===== config.mk =====
export PLATFORM = sky130hd
export DESIGN_NAME = async_fifo_rd_stream
export DESIGN_NICKNAME = d
export VERILOG_FILES = /design/src/rtl/async_fifo_rd_stream.sv
export SDC_FILE = /design/constraint.sdc
export NUM_CORES = 1
export LEC_CHECK = 0
export BUFFER_PORTS_ARGS = -buffer_cell sky130_fd_sc_hd__buf_2
export CAP_MARGIN = 25
export CELL_PAD_IN_SITES_DETAIL_PLACEMENT = 1
export CELL_PAD_IN_SITES_GLOBAL_PLACEMENT = 1
export CORE_UTILIZATION = 43
export DETAILED_ROUTE_END_ITERATION = 10
export PLACE_DENSITY = 0.88
export SETUP_SLACK_MARGIN = 0.05
export SKIP_LAST_GASP = 1
export SYNTH_ARGS = -nofsm -noshare
export SYNTH_HDL_FRONTEND = slang
export SYNTH_SLANG_ARGS = --single-unit

===== constraint.sdc =====
create_clock -name rd_clk -period 6.4 [get_ports rd_clk]
set_input_delay 1.92 -clock rd_clk [delete_from_list [all_inputs] [get_ports rd_clk]]
set_output_delay 1.92 -clock rd_clk [all_outputs]
set_load 0.005 [all_outputs]

===== src/rtl/async_fifo_rd_stream.sv =====
// FIFO read-side output stage: turns rd_en/rd_empty into a registered FWFT valid/ready stream
// through a 2-entry skid buffer, with synchronous flush. Optional counters: ASYNC_FIFO_RD_STREAM_STATS_EN.
module async_fifo_rd_stream #(
  parameter int DATA_WIDTH = 32
) (
  input  logic                  rd_clk,
  input  logic                  rd_rst,
  output logic                  fifo_rd_en,
  input  logic [DATA_WIDTH-1:0] fifo_rd_data,
  input  logic                  fifo_rd_empty,
  input  logic                  flush,
  output logic                  m_valid,
  input  logic                  m_ready,
  output logic [DATA_WIDTH-1:0] m_data,
  output logic [1:0]            occupancy
`ifdef ASYNC_FIFO_RD_STREAM_STATS_EN
  ,
  output logic [31:0]           stat_words,
  output logic [31:0]           stat_stall
`endif
);

  // Handshake: a word transfers on a rising edge where m_valid && m_ready; while
  // m_valid && !m_ready the head word and m_valid are held unchanged.

  logic [DATA_WIDTH-1:0] head_q, head_d;
  logic [DATA_WIDTH-1:0] tail_q, tail_d;
  logic [1:0]            occ_q, occ_d;
  logic                  inflight_q, inflight_d;
  logic                  valid_q, valid_d;

  logic       pop;
  logic [1:0] occ_after_pop;
  logic [2:0] committed;

  assign pop           = valid_q && m_ready;
  assign occ_after_pop = occ_q - {1'b0, pop};
  // Slots already spoken for once this edge's pop is taken into account.
  assign committed     = {1'b0, occ_after_pop} + {2'b00, inflight_q};

  assign fifo_rd_en = !fifo_rd_empty && !flush && !rd_rst && (committed < 3'd2);
  assign m_valid    = valid_q;
  assign m_data     = head_q;
  assign occupancy  = occ_q;

  always_comb begin
    head_d     = head_q;
    tail_d     = tail_q;
    occ_d      = occ_q;
    inflight_d = inflight_q;
    valid_d    = valid_q;
    if (flush) begin
      occ_d      = 2'd0;
      valid_d    = 1'b0;
      inflight_d = 1'b0;
    end else begin
      inflight_d = fifo_rd_en;
      if (pop && (occ_q == 2'd2)) begin
        head_d = tail_q;
      end
      // The arriving word lands after the shift, in the first free slot.
      if (inflight_q) begin
        if (occ_after_pop == 2'd0) begin
          head_d = fifo_rd_data;
        end else begin
          tail_d = fifo_rd_data;
        end
      end
      occ_d   = committed[1:0];
      valid_d = (committed != 3'd0);
    end
  end

  always_ff @(posedge rd_clk) begin
    if (rd_rst) begin
      head_q     <= '0;
      tail_q     <= '0;
      occ_q      <= 2'd0;
      inflight_q <= 1'b0;
      valid_q    <= 1'b0;
    end else begin
      head_q     <= head_d;
      tail_q     <= tail_d;
      occ_q      <= occ_d;
      inflight_q <= inflight_d;
      valid_q    <= valid_d;
    end
  end

  a_no_overflow: assert property (@(posedge rd_clk) disable iff (rd_rst)
    (({1'b0, occ_q} + {2'b00, inflight_q}) <= 3'd2));

`ifdef ASYNC_FIFO_RD_STREAM_STATS_EN
  logic [31:0] words_q, stall_q;

  always_ff @(posedge rd_clk) begin
    if (rd_rst) begin
      words_q <= '0;
      stall_q <= '0;
    end else begin
      if (pop && !flush && (words_q != 32'hFFFF_FFFF)) begin
        words_q <= words_q + 32'd1;
      end
      if (valid_q && !m_ready && (stall_q != 32'hFFFF_FFFF)) begin
        stall_q <= stall_q + 32'd1;
      end
    end
  end

  assign stat_words = words_q;
  assign stat_stall = stall_q;
`endif

endmodule


==> metrics <==
run status=finished, final reports clean; critical path fanouts, max=5; number of distinct library cell variants in the gate-level netlist after synthesis=26; final total negative setup slack=0 ps; post-cts sizing count=0; shortest period the worst path allows=5400 ps; number of maximum-capacitance violations=0; switching power=227 uW; number of vias per cell after detailed routing=5.21; area share of the largest cell type after synthesis=0.452; kind of capture point of the worst setup path=output port; sequential fraction of design power=0.478; Die X=85.7 microns; ratio of cells with drive above 1 in the final layout=0.342; residual DRC count=0; total power draw=916 uW; peak clock frequency supported by timing=185 MHz; global-route wire length before repair=11,700 microns; hold_buf cts=0; Final GP Congestion=0.796; number of DRC violations after detailed-routing iteration 0=80; cell taking the most area after synthesis=sky130_fd_sc_hd__dfxtp_1; final std cells w/o fill=476; vias in the first global route=2,638; WL final=7240 microns; netlist area before placement=3010 sq um; cell area after layout=3640 sq um; number of buffers inserted during clock tree synthesis=9; count of flip-flops with a built-in enable after synthesis=0; cell area after placement=3410 sq um; Slowest Stage Delay on Critical Path=390 ps; Crit path required time=4480 ps; clock slew at reported path FFs=70 ps; Clk Latency, worst-skew pair=340 ps; unrepaired setup endpoints after global routing=false; most repeated cell in the gate-level netlist after synthesis=sky130_fd_sc_hd__dfxtp_1; number of nets in the layout=416; initial core utilization=0.443; detailed-router iteration count before antenna repair=6; transition time at the pin with the least slew margin=878 ps; antenna diode count=0; Internal Dissipation=689 uW; synth top area cells=sky130_fd_sc_hd__dfxtp_1, sky130_fd_sc_hd__a221oi_2, sky130_fd_sc_hd__mux2i_1; Post-DRT Antenna Nets=0; number of buffers on the longest clock path=2; cell count after synthesis=309; most numerous cell types in the synthesized netlist=sky130_fd_sc_hd__dfxtp_1, sky130_fd_sc_hd__inv_1, sky130_fd_sc_hd__nor2_1, sky130_fd_sc_hd__a21oi_1; CTS tree=done; clock root buffer=sky130_fd_sc_hd__clkbuf_8; most common flop cell mapped by yosys=sky130_fd_sc_hd__dfxtp_1; endpoints failing setup=0; Comb pwr share=0.091; CTS Sinks=68; post-CTS repair timing setup buffer count=0; period utilisation layout=0.843; average size of a mapped cell=9.74 sq um; worst-case vdd ir drop=0.129 mV; worst min path class=reg -> reg; worst hold slack=461 ps; Buffers & Inverters on Critical Path=4; cell with the most instances on the worst path=sky130_fd_sc_hd__ha_1; power share of the clock group=0.431; placed cells=460; data arrival time of the critical path=3480 ps; total number of vias=2,479; area of the die=7340 sq um; number of flip-flops and latches in the synthesized netlist=68; overall global routing resource usage=0.204; H-tree levels=3; number of input and output port buffers inserted=72; pins over their slew limit=0; total I/O pin count=73; number of rows created at floorplan=30; leakage=1.39 nW; cell family contributing the most delay on the critical path=adder cells; CP startpoint kind=primary input; syn_nets=350; number of antenna violations at the first check in global routing=0; die height=85.7 microns; sequential fraction of the synthesis area=0.452; largest net degree at the start of global routing=67; overflow left after global routing=0; critical setup path kind=in -> out; routed length per placed instance=15.2 microns; Max Clock Skew=9.70 ps; Critical Path, Cell by Cell=buf_2 > and2_1 > ha_1 > inv_1 > ha_1 > inv_1 > ha_1 > nor4b_1 > buf_2; Synth warnings=0; area added between synthesis and finish=20.8%; relative slew slack=0.415; post-detailed-placement half-perimeter wirelength=4850 microns; Core ar.=6790 sq um; Post-synth ARST share=0; number of endpoints with negative hold slack in the final report=0; Max stage delay cell, worst path=sky130_fd_sc_hd__ha_1; Cell Pwr Density=252 nW/um^2; switching share of power=0.248
[placed cells by master (no fill, tap or decap), types with 4 or more instances in the layout]
cell type and count:
sky130_fd_sc_hd__clkbuf_8 9, sky130_fd_sc_hd__buf_4 5, sky130_fd_sc_hd__a221oi_2 31, sky130_fd_sc_hd__inv_1 35, sky130_fd_sc_hd__nor2_1 34, sky130_fd_sc_hd__mux2i_1 32
sky130_fd_sc_hd__dfxtp_1 68, sky130_fd_sc_hd__a21oi_1 33, sky130_fd_sc_hd__buf_2 72, sky130_fd_sc_hd__nand2_1 32, sky130_fd_sc_hd__ha_1 4
[cell families (layout without fill, tap and decap cells)]
logic type	Yosys count	after routing	synth area share
adder cells (fa/ha/maj)	4	4	0.0166
buffers and inverters	59	130	0.0923
AO/OA/AOI/OAI	68	68	0.221
AND/OR/NAND/NOR	77	77	0.106
XOR/XNOR	1	1	0.00540
multiplexers	32	32	0.106
flip-flops	68	68	0.452
[sequential cells by signal, indices dropped and copies added (netlist names)]
name,flops
tail_q,32
m_data,32
m_valid,1
occupancy,2
inflight_q,1
[final cells by class]
| cell class | instances | area (sq um) |
|---|---|---|
| multi-input cells | 182 | 1380 |
| clock buffers | 9 | 124 |
| flip-flops and latches | 68 | 1360 |
| fillers | 813 | 3160 |
| well taps | 96 | 120 |
| inverters | 36 | 135 |
| repair buffers | 78 | 413 |
| clock inverters | 7 | 100 |
[stage by stage]
| step | utilization | setup slack, ps |
|---|---|---|
| after floorplan | - | 1410 |
| after global placement | 0.500 | 1140 |
| after detailed placement | 0.502 | 1000 |
| after CTS | 0.535 | 1000 |
| after global routing | 0.535 | 918 |
| final | 0.535 | 1000 |
[worst register-to-register path: stages (launching register included)]
cell and delay [ps]:
sky130_fd_sc_hd__dfxtp_1 320, sky130_fd_sc_hd__and2_1 160, sky130_fd_sc_hd__ha_1 200, sky130_fd_sc_hd__xnor2_2 190, sky130_fd_sc_hd__inv_2 120, sky130_fd_sc_hd__o22a_2 610
sky130_fd_sc_hd__buf_4 570, sky130_fd_sc_hd__a21oi_1 160, sky130_fd_sc_hd__a221oi_2 350
[worst paths after layout]
kind              startpoint  slack (ps)    endpoint  cells past startpoint
setup / recovery     m_ready        1000  fifo_rd_en                      9
hold / removal    m_data[26]         460  m_data[26]                      2
setup reg to reg     m_valid        3600   m_data[7]                      8
hold reg to reg   m_data[26]         460  m_data[26]                      2
[per-layer routing]
metal,GRT usage,vias up,share of wire
met5,0,-,0
met4,0.108,0,0.024
met3,0.0414,14,0.036
met2,0.379,60,0.52
met1,0.216,1213,0.42
li1,-,1192,-
[power groups by stage]
stage	Combinational, mW	Clock [mW]	Sequential [mW]
after detailed placement	0.0836	0	0.448
after global placement	0.0788	0	0.448
after global routing	0.0915	0.418	0.439
final	0.0834	0.395	0.438
after CTS	0.0846	0.401	0.438
after floorplan	0.0487	0	0.449
(Power assumes the default switching activity.)
